File: src/rtl/ucsbece154b_branch_predictor_if.sv
// Fetch lookup and execute training bundle between the datapath and the branch predictor.
// The datapath drives as master; the predictor answers combinationally and trains on update_en_i.
interface ucsbece154b_branch_predictor_if #(
    parameter int GHR_BITS = 5
);
    logic [31:0]         pc_f_i;
    logic                predict_taken_o;
    logic [31:0]         predict_pc_o;
    logic [GHR_BITS-1:0] pht_idx_o;
    logic                update_en_i;
    logic [31:0]         update_pc_i;
    logic                update_is_jump_i;
    logic                update_taken_i;
    logic [31:0]         update_target_i;
    logic [GHR_BITS-1:0] update_pht_idx_i;

    modport master (
        output pc_f_i,
        input  predict_taken_o, predict_pc_o, pht_idx_o,
        output update_en_i, update_pc_i, update_is_jump_i, update_taken_i,
        output update_target_i, update_pht_idx_i
    );

    modport slave (
        input  pc_f_i,
        output predict_taken_o, predict_pc_o, pht_idx_o,
        input  update_en_i, update_pc_i, update_is_jump_i, update_taken_i,
        input  update_target_i, update_pht_idx_i
    );
endinterface

File: src/rtl/ucsbece154b_branch_predictor.sv
// Direct-mapped BTB plus gshare PHT of 2-bit counters; prediction is 0-cycle combinational on pc_f_i.
// Training lands on the clock edge and is visible one cycle later; no backpressure, every update is accepted.
module ucsbece154b_branch_predictor #(
    parameter int BTB_IDX_BITS = 5,
    parameter int GHR_BITS     = 5
) (
    input  logic clk,
    input  logic reset,
    ucsbece154b_branch_predictor_if.slave bp
);
    localparam int BTB_ENTRIES = 1 << BTB_IDX_BITS;
    localparam int PHT_ENTRIES = 1 << GHR_BITS;
    localparam int TAG_BITS    = 30 - BTB_IDX_BITS;

    logic                btbValid  [BTB_ENTRIES];
    logic [TAG_BITS-1:0] btbTag    [BTB_ENTRIES];
    logic [31:0]         btbTarget [BTB_ENTRIES];
    logic                btbJump   [BTB_ENTRIES];
    logic [1:0]          pht       [PHT_ENTRIES];
    logic [GHR_BITS-1:0] ghr;

    logic [BTB_IDX_BITS-1:0] lookupIdx;
    logic [BTB_IDX_BITS-1:0] updateIdx;
    logic [TAG_BITS-1:0]     lookupTag;
    logic [TAG_BITS-1:0]     updateTag;
    logic [GHR_BITS-1:0]     phtIdx;
    logic                    lookupHit;
    logic                    predictTaken;
    logic                    btbWrite;
    logic                    phtWrite;
    logic [1:0]              counterNext;
    logic                    unusedPcLowBits;

    assign lookupIdx = bp.pc_f_i[BTB_IDX_BITS+1:2];
    assign lookupTag = bp.pc_f_i[31:BTB_IDX_BITS+2];
    assign updateIdx = bp.update_pc_i[BTB_IDX_BITS+1:2];
    assign updateTag = bp.update_pc_i[31:BTB_IDX_BITS+2];
    assign phtIdx    = bp.pc_f_i[GHR_BITS+1:2] ^ ghr;

    // Instructions are word aligned, so the byte offset never selects anything.
    assign unusedPcLowBits = ^{bp.pc_f_i[1:0], bp.update_pc_i[1:0]};

    assign lookupHit    = btbValid[lookupIdx] && (btbTag[lookupIdx] == lookupTag);
    assign predictTaken = lookupHit && (btbJump[lookupIdx] || pht[phtIdx][1]);

    assign bp.predict_taken_o = predictTaken;
    assign bp.predict_pc_o    = predictTaken ? btbTarget[lookupIdx] : bp.pc_f_i + 32'd4;
    assign bp.pht_idx_o       = phtIdx;

    // Not-taken outcomes never allocate, so a fall-through branch cannot evict a useful target.
    assign btbWrite = bp.update_en_i && bp.update_taken_i;
    assign phtWrite = bp.update_en_i && !bp.update_is_jump_i;

    always_comb begin
        counterNext = pht[bp.update_pht_idx_i];
        if (bp.update_taken_i) begin
            if (counterNext != 2'b11) counterNext = counterNext + 2'b01;
        end else begin
            if (counterNext != 2'b00) counterNext = counterNext - 2'b01;
        end
    end

    always_ff @(posedge clk or negedge reset) begin
        if (!reset) begin
            for (int i = 0; i < BTB_ENTRIES; i++) btbValid[i] <= 1'b0;
        end else if (btbWrite) begin
            btbValid[updateIdx] <= 1'b1;
        end
    end

    // Payload is qualified by btbValid, so it carries no reset.
    always_ff @(posedge clk) begin
        if (btbWrite) begin
            btbTag[updateIdx]    <= updateTag;
            btbTarget[updateIdx] <= bp.update_target_i;
            btbJump[updateIdx]   <= bp.update_is_jump_i;
        end
    end

    always_ff @(posedge clk or negedge reset) begin
        if (!reset) begin
            for (int i = 0; i < PHT_ENTRIES; i++) pht[i] <= 2'b01;
            ghr <= '0;
        end else if (phtWrite) begin
            pht[bp.update_pht_idx_i] <= counterNext;
            ghr                      <= {ghr[GHR_BITS-2:0], bp.update_taken_i};
        end
    end
endmodule

File: src/flat_wrapper.sv
// flat-port wrapper written by rule: the top's interface ports become plain ports
module ucsbece154b_branch_predictor_flat 
#(
    parameter int BTB_IDX_BITS = 5,
    parameter int GHR_BITS     = 5
)
  (clk, reset, bp_pc_f_i, bp_predict_taken_o, bp_predict_pc_o, bp_pht_idx_o, bp_update_en_i, bp_update_pc_i, bp_update_is_jump_i, bp_update_taken_i, bp_update_target_i, bp_update_pht_idx_i);
  ucsbece154b_branch_predictor_if #(.GHR_BITS(GHR_BITS)) bp_i ();
  input  logic clk;
  input  logic reset;
  input wire logic [$bits(bp_i.pc_f_i)-1:0] bp_pc_f_i;
  output wire logic [$bits(bp_i.predict_taken_o)-1:0] bp_predict_taken_o;
  output wire logic [$bits(bp_i.predict_pc_o)-1:0] bp_predict_pc_o;
  output wire logic [$bits(bp_i.pht_idx_o)-1:0] bp_pht_idx_o;
  input wire logic [$bits(bp_i.update_en_i)-1:0] bp_update_en_i;
  input wire logic [$bits(bp_i.update_pc_i)-1:0] bp_update_pc_i;
  input wire logic [$bits(bp_i.update_is_jump_i)-1:0] bp_update_is_jump_i;
  input wire logic [$bits(bp_i.update_taken_i)-1:0] bp_update_taken_i;
  input wire logic [$bits(bp_i.update_target_i)-1:0] bp_update_target_i;
  input wire logic [$bits(bp_i.update_pht_idx_i)-1:0] bp_update_pht_idx_i;
  assign bp_i.pc_f_i = bp_pc_f_i;
  assign bp_predict_taken_o = bp_i.predict_taken_o;
  assign bp_predict_pc_o = bp_i.predict_pc_o;
  assign bp_pht_idx_o = bp_i.pht_idx_o;
  assign bp_i.update_en_i = bp_update_en_i;
  assign bp_i.update_pc_i = bp_update_pc_i;
  assign bp_i.update_is_jump_i = bp_update_is_jump_i;
  assign bp_i.update_taken_i = bp_update_taken_i;
  assign bp_i.update_target_i = bp_update_target_i;
  assign bp_i.update_pht_idx_i = bp_update_pht_idx_i;
  ucsbece154b_branch_predictor #(.BTB_IDX_BITS(BTB_IDX_BITS), .GHR_BITS(GHR_BITS)) u_core (.clk(clk), .reset(reset), .bp(bp_i));
endmodule
File: config.mk
export PLATFORM = sky130hd
export DESIGN_NAME = ucsbece154b_branch_predictor_flat
export DESIGN_NICKNAME = d
export VERILOG_FILES = /design/src/rtl/ucsbece154b_branch_predictor_if.sv /design/src/rtl/ucsbece154b_branch_predictor.sv /design/src/flat_wrapper.sv
export SDC_FILE = /design/constraint.sdc
export NUM_CORES = 2
export LEC_CHECK = 0
export BUFFER_PORTS_ARGS = -buffer_cell sky130_fd_sc_hd__buf_2
export CAP_MARGIN = 20
export CELL_PAD_IN_SITES_DETAIL_PLACEMENT = 2
export CELL_PAD_IN_SITES_GLOBAL_PLACEMENT = 2
export CORE_ASPECT_RATIO = 1.4
export CORE_MARGIN = 2
export CORE_UTILIZATION = 35
export CTS_CLUSTER_DIAMETER = 200
export CTS_CLUSTER_SIZE = 40
export DETAILED_ROUTE_END_ITERATION = 12
export PLACE_DENSITY = 0.57
export SYNTH_ARGS = -nofsm -noshare
export SYNTH_HDL_FRONTEND = slang
export SYNTH_SLANG_ARGS = --single-unit
File: constraint.sdc
create_clock -name clk -period 3.2 [get_ports clk]
set_input_delay 0.16 -clock clk [delete_from_list [all_inputs] [get_ports clk]]
set_output_delay 0.16 -clock clk [all_outputs]
set_load 0.01 [all_outputs]
Yosys cells after proc, flatten, opt, wreduce, memory -nomap -nowiden

Memory sizes are Yosys's and may differ from the RTL's.
Cells that the tools add are included.

Logic and storage cells: 114
Bits in writable memories: 1856
Register bits after elaboration: 101
Output and inout port bits: 38
Memories kept: 3

Bitwise logic cells: 6
Reductions and logical operators: 9
Equality and inequality tests: 2
$lt $le $gt $ge: 6
Add/subtract/negate cells: 3
Mux-type cells: 20

Memory list:

| name             | depth | bits a word | rd ports | clocked after memory_dff | write ports | RTL line                           | RTL |
|---|---|---|---|---|---|---|---|
| u_core.btbTarget | 32    | 32          | 1        | 0                        | 1           | ucsbece154b_branch_predictor.sv:17 | `logic [31:0] btbTarget [BTB_ENTRIES];` |
| u_core.btbTag    | 32    | 25          | 1        | 0                        | 1           | ucsbece154b_branch_predictor.sv:16 | `logic [TAG_BITS-1:0] btbTag [BTB_ENTRIES];` |
| u_core.btbJump   | 32    | 1           | 1        | 0                        | 1           | ucsbece154b_branch_predictor.sv:18 | `logic btbJump [BTB_ENTRIES];` |

Operator list:

| operator              | number |
|---|---|
| $bwmux 64             | 1 |
| $add 32x3->32 const B | 1 |
| $mux 32               | 1 |
| $or 32x32->32         | 1 |
| $eq 25x25->1          | 1 |
| $ge 6x6->1 const B    | 4 |
| $not 5->6             | 4 |
| $bmux 2 s5            | 2 |
| $mux 2                | 8 |
| $lt 6x1->1 const B    | 2 |
| $demux 2 s5           | 1 |
| $logic_and 1x1->1     | 6 |
| $bmux 1 s5            | 1 |
| $demux 1 s5           | 1 |
| $mux 1                | 5 |
| $xor 5x5->5           | 1 |
| $add 2x1->2 const B   | 1 |
| $ne 2x2->1 const B    | 1 |
| $reduce_bool 2->1     | 1 |
| $sub 2x1->2 const B   | 1 |
| $logic_not 1->1       | 1 |
| $logic_or 1x1->1      | 1 |

Longest topological paths before layout

Depth in word-level cells: 8
Depth in mapped cells: 15

Least setup slack after synthesis

No wires, ideal clock.

Path kind: input -> register
From: input port bp_update_pc_i[2]
To: memory u_core.btbJump[24], enable pin
Cell stages on the path: 3
Data arrival time: 3.170 ns
Path buffers: 1
Setup slack: -0.445 ns
Setup time: 0.475 ns
Cell sequence: or3_1 clkbuf_1 nor2_1

RTL lines:

| item               | RTL line                           | RTL |
|---|---|---|
| start: declaration | flat_wrapper.sv:16                 | `input wire logic [$bits(bp_i.update_pc_i)-1:0] bp_update_pc_i;` |
| end: declaration   | ucsbece154b_branch_predictor.sv:18 |  |

Straight into the memory's write port.

Worst setup path in the final report

From: register u_core.ghr[0]
To: output port bp_predict_pc_o[5]

Longest elaborated chain between the ends: 8

RTL lines:

| item                                      | RTL line                           | RTL |
|---|---|---|
| start: declaration                        | ucsbece154b_branch_predictor.sv:20 | `logic [GHR_BITS-1:0] ghr;` |
| start signal: assignment                  | ucsbece154b_branch_predictor.sv:86 | `ghr <= {ghr[GHR_BITS-2:0], bp.update_taken_i};` |
| $xor 5x5->5                               | ucsbece154b_branch_predictor.sv:38 | `assign phtIdx = bp.pc_f_i[GHR_BITS+1:2] ^ ghr;` |
| $not 5->6 (not written as such)           | ucsbece154b_branch_predictor.sv:44 | `assign predictTaken = lookupHit && (btbJump[lookupIdx] \|\| pht[phtIdx][1]);` |
| $bmux 2 s5                                | ucsbece154b_branch_predictor.sv:44 |  |
| $mux 2 (not written as such) (2 in a row) | ucsbece154b_branch_predictor.sv:44 |  |
| $logic_or 1x1->1                          | ucsbece154b_branch_predictor.sv:44 |  |
| $logic_and 1x1->1                         | ucsbece154b_branch_predictor.sv:44 |  |
| $mux 32                                   | ucsbece154b_branch_predictor.sv:47 | `assign bp.predict_pc_o = predictTaken ? btbTarget[lookupIdx] : bp.pc_f_i + 32'd4;` |
| end: declaration                          | flat_wrapper.sv:13                 | `output wire logic [$bits(bp_i.predict_pc_o)-1:0] bp_predict_pc_o;` |

No other way between the ends. The select of a mux whose other input is x is not followed.

==> impl_metrics.json <==
{
  "cts-buffers-inserted": 54,
  "place_congestion": 0.768,
  "reg2reg_depth": 8,
  "fin_crit_sh_pct": 136,
  "floorplan.die_area_sq_um": 223000,
  "initial_utilization_pct": 35.2,
  "synth_area_leaders": "edfxtp_1 73%, mux4_2 15%, mux2i_1 2.4%",
  "async_flop_share_pct": 5.16,
  "num_vias": 37737,
  "whs_ps": 54.2,
  "drtPass1Iterations": 5,
  "avgViaCountPerCell": 5.56,
  "worstSetupEndpoint": "bp_predict_pc_o[5]",
  "synth.most_common_cell": "edfxtp_1",
  "p_leak_uw": 0.0279,
  "hold_viol": 0,
  "grt.overflow.total": 0,
  "regToRegSetupSlack_ps": 740,
  "ys_warn_count": 0,
  "worst-path-max-fanout": 5,
  "wl_per_cell_um": 35.7,
  "synth_seq_cells": 1957,
  "grt_pass1_wl_um": 336000,
  "max_stage_delay_ps": 540,
  "fmax_ghz": 0.229,
  "crit_type": "reg2out",
  "rows": 203,
  "insertion_delay_ps": 780,
  "syn-cell-area_sq_um": 76700,
  "numPortBuffers": 141,
  "drc_errors": 0,
  "ys.flop_type": "edfxtp_1",
  "rsz0062_at_grt": "yes",
  "antenna_found_initial": 10,
  "start_kind": "register",
  "hp-class": "in2reg",
  "synth_edf_count": 1856,
  "drt_wl_total_um": 242000,
  "register_area_sq_um": 58300,
  "grt_max_degree": 115,
  "grt_pass1_vias": 40878,
  "hpwl_um": 151000,
  "pre_cts_slack_ps": -1020,
  "nNetsFinal": 4013,
  "cts.path.max_buffers": 3,
  "status": "finished with violations",
  "min-delay-start": "bp_update_pht_idx_i[4]",
  "cp.required_ps": 3040,
  "nFillCells": 20270,
  "cap_violations": 0,
  "regToRegEndpoint": "u_core.pht[0]$_DFFE_PN1P_",
  "avgSynthCellArea_sq_um": 22.4,
  "synthCells": 3421,
  "cts_tree": "done",
  "powerDensity_nw_per_um2": 491,
  "clockRootBuffer": "clkbuf_16",
  "die_h_um": 558,
  "cp-end-kind": "output pin",
  "tns_ps": -35220,
  "critical_path.slowest_cell": "mux4_2",
  "netlist-cell-type-count": 58,
  "relSlewSlack_pct": 33.5,
  "worstMarginPinSlew_ps": 997,
  "fin_skew_ps": 15.5,
  "ant_nets": 0,
  "hold_depth": 5,
  "r2r_start": "u_core.pht[11]$_DFFE_PN0P_",
  "setup_slack_ps": -1160,
  "layout-drive-gt1-share_pct": 33.7,
  "io_pins": 144,
  "cp-startpoint": "u_core.ghr[0]$_DFFE_PN0P_",
  "violations": "setup timing",
  "worstPathArrival_ps": 4200,
  "min_period_ps": 4360,
  "irDropWorstVdd_v": 0.000444,
  "ys_top_cells_by_count": "1856 x edfxtp_1, 523 x mux4_2, 186 x mux2i_1, 86 x clkbuf_1",
  "finalMaxSlewViolations": 0,
  "worstPathCellList": "xor2_4 -> buf_12 -> mux4_2 -> mux4_2 -> nor4_2 -> buf_4 -> a21oi_2 -> nand4_1 -> nor4_4 -> buf_6 -> buf_4 -> a22o_1 -> o211ai_1 -> buf_4 -> buf_6",
  "power_uw": 42700,
  "ctsHtreeMaxLevel": 2,
  "crit_top_cell": "buf_4",
  "seq_area_frac_synth_pct": 76.0,
  "cts.reportedPaths.clkPinSlew_ps": 160,
  "synth_top_area_share_pct": 72.7,
  "core_sq_um": 218000,
  "cts.sink_count": 1957,
  "synth_nets": 3528,
  "setup_viol": 33,
  "yosys.area.top_type": "edfxtp_1",
  "track_usage_pct": 21.7,
  "die_w_um": 400,
  "drt-initial-drc-count": 3465,
  "multi_input_area_sq_um": 17900,
  "area_growth_pct": 13.5
}
==> cell families after synthesis <==
logic type / Yosys count / share of synthesized area (%)
muxes: 783 / 18.9
AOI/OAI and AO/OA: 142 / 1.30
xor gates and xnor gates: 50 / 0.595
DFF: 1957 / 76.0
adders and majority gates: 3 / 0.0424
buffers and inverters: 177 / 1.17
and+or+nand+nor: 309 / 2.01
==> worst min-delay path by stage <==
stage                                endpoint
4_1_cts            u_core.pht[26]$_DFFE_PN1P_
3_5_place_dp        u_core.pht[3]$_DFFE_PN0P_
3_3_place_gp        u_core.pht[7]$_DFFE_PN0P_
2_1_floorplan  u_core.btbValid[0]$_DFFE_PN0P_
5_1_grt            u_core.pht[27]$_DFFE_PN0P_
6_report           u_core.pht[54]$_DFFE_PN1P_
==> final cells by class <==
class,instances,area share (%)
Tap cell,2870,4.13
Clock buffer,63,1.59
Multi-Input combinational cell,1287,20.5
Antenna cell,3,0.00863
Clock inverter,3,0.0474
Inverter,7,0.0417
Timing Repair Buffer,599,6.67
Sequential cell,1957,67.0
==> worst max-delay path, delay by kind of cell (launching register included) <==
family                    cells  cell delay (ps)
AOI/OAI and AO/OA             3              360
xor gates and xnor gates      1              160
buffers and inverters         6              980
DFF                           1              470
muxes                         2             1020
and+or+nand+nor               3              430
==> flip-flops by register name, summed over array words and instances (netlist names) <==
signal / count
u_core.pht: 64
u_core.ghr: 5
u_core.btbTarget: 1024
u_core.btbTag: 800
u_core.btbJump: 32
u_core.btbValid: 32
==> metal layers <==
layer	vias to the layer above	share of wire [%]	track usage [%]	routed length (um)
met4	10	2.1	4.25	5020
met2	786	51	37.9	125000
met3	167	3.6	2.05	8700
met1	21561	43	29.5	104000
met5	-	0.023	0	56
li1	15213	-	-	-
==> timing repair <==
item | CTS | global route
hold endpoints to repair | 1934 | 0
pin swaps | 1 | 3
endpoints found under the setup margin | 33 | 33
gates resized for setup | 23 | 12
gates cloned | 1 | 1
buffers inserted | 4 | 0
hold buffers | 64 | 0
==> power breakdown <==
group | switching, uW | leakage, uW | internal [uW]
registers | 136 | 0.0179 | 28400
clock network | 7440 | 0.000697 | 3140
logic | 2060 | 0.00922 | 1610
==> through the flow <==
stage | util [%] | instances | area, sq um
6_report | 39.9 | 6789 | 87000
5_1_grt | 39.9 | 6788 | 87000
4_1_cts | 39.9 | 6785 | 87000
3_5_place_dp | 38.8 | 6651 | 84700
3_3_place_gp | 38.8 | 6651 | 84700
2_1_floorplan | - | 3421 | 76700
==> cells in the final DEF, fill, tap and decap left out, types with 8 or more instances in the layout <==
master / Yosys / layout
a21oi_1: 25 / 23
a221oi_1: 8 / 8
a22oi_1: 45 / 43
and2_1: 9 / 9
buf_12: 0 / 111
buf_2: 34 / 130
buf_4: 19 / 283
clkbuf_1: 86 / 9
clkbuf_16: 0 / 55
dfrtp_1: 69 / 68
dfstp_2: 32 / 32
dlygate4sd3_1: 0 / 63
edfxtp_1: 1856 / 1856
mux2_2: 72 / 70
mux2i_1: 186 / 182
mux4_2: 523 / 523
nand2_1: 84 / 83
nand3_1: 22 / 22
nand3b_1: 9 / 9
nand4_1: 10 / 10
nor2_1: 84 / 51
nor2_4: 0 / 32
nor2b_1: 12 / 11
o22ai_1: 22 / 22
or2_2: 34 / 34
xnor2_1: 18 / 18
xor2_1: 31 / 30
Power figures use the tool's default switching activity.
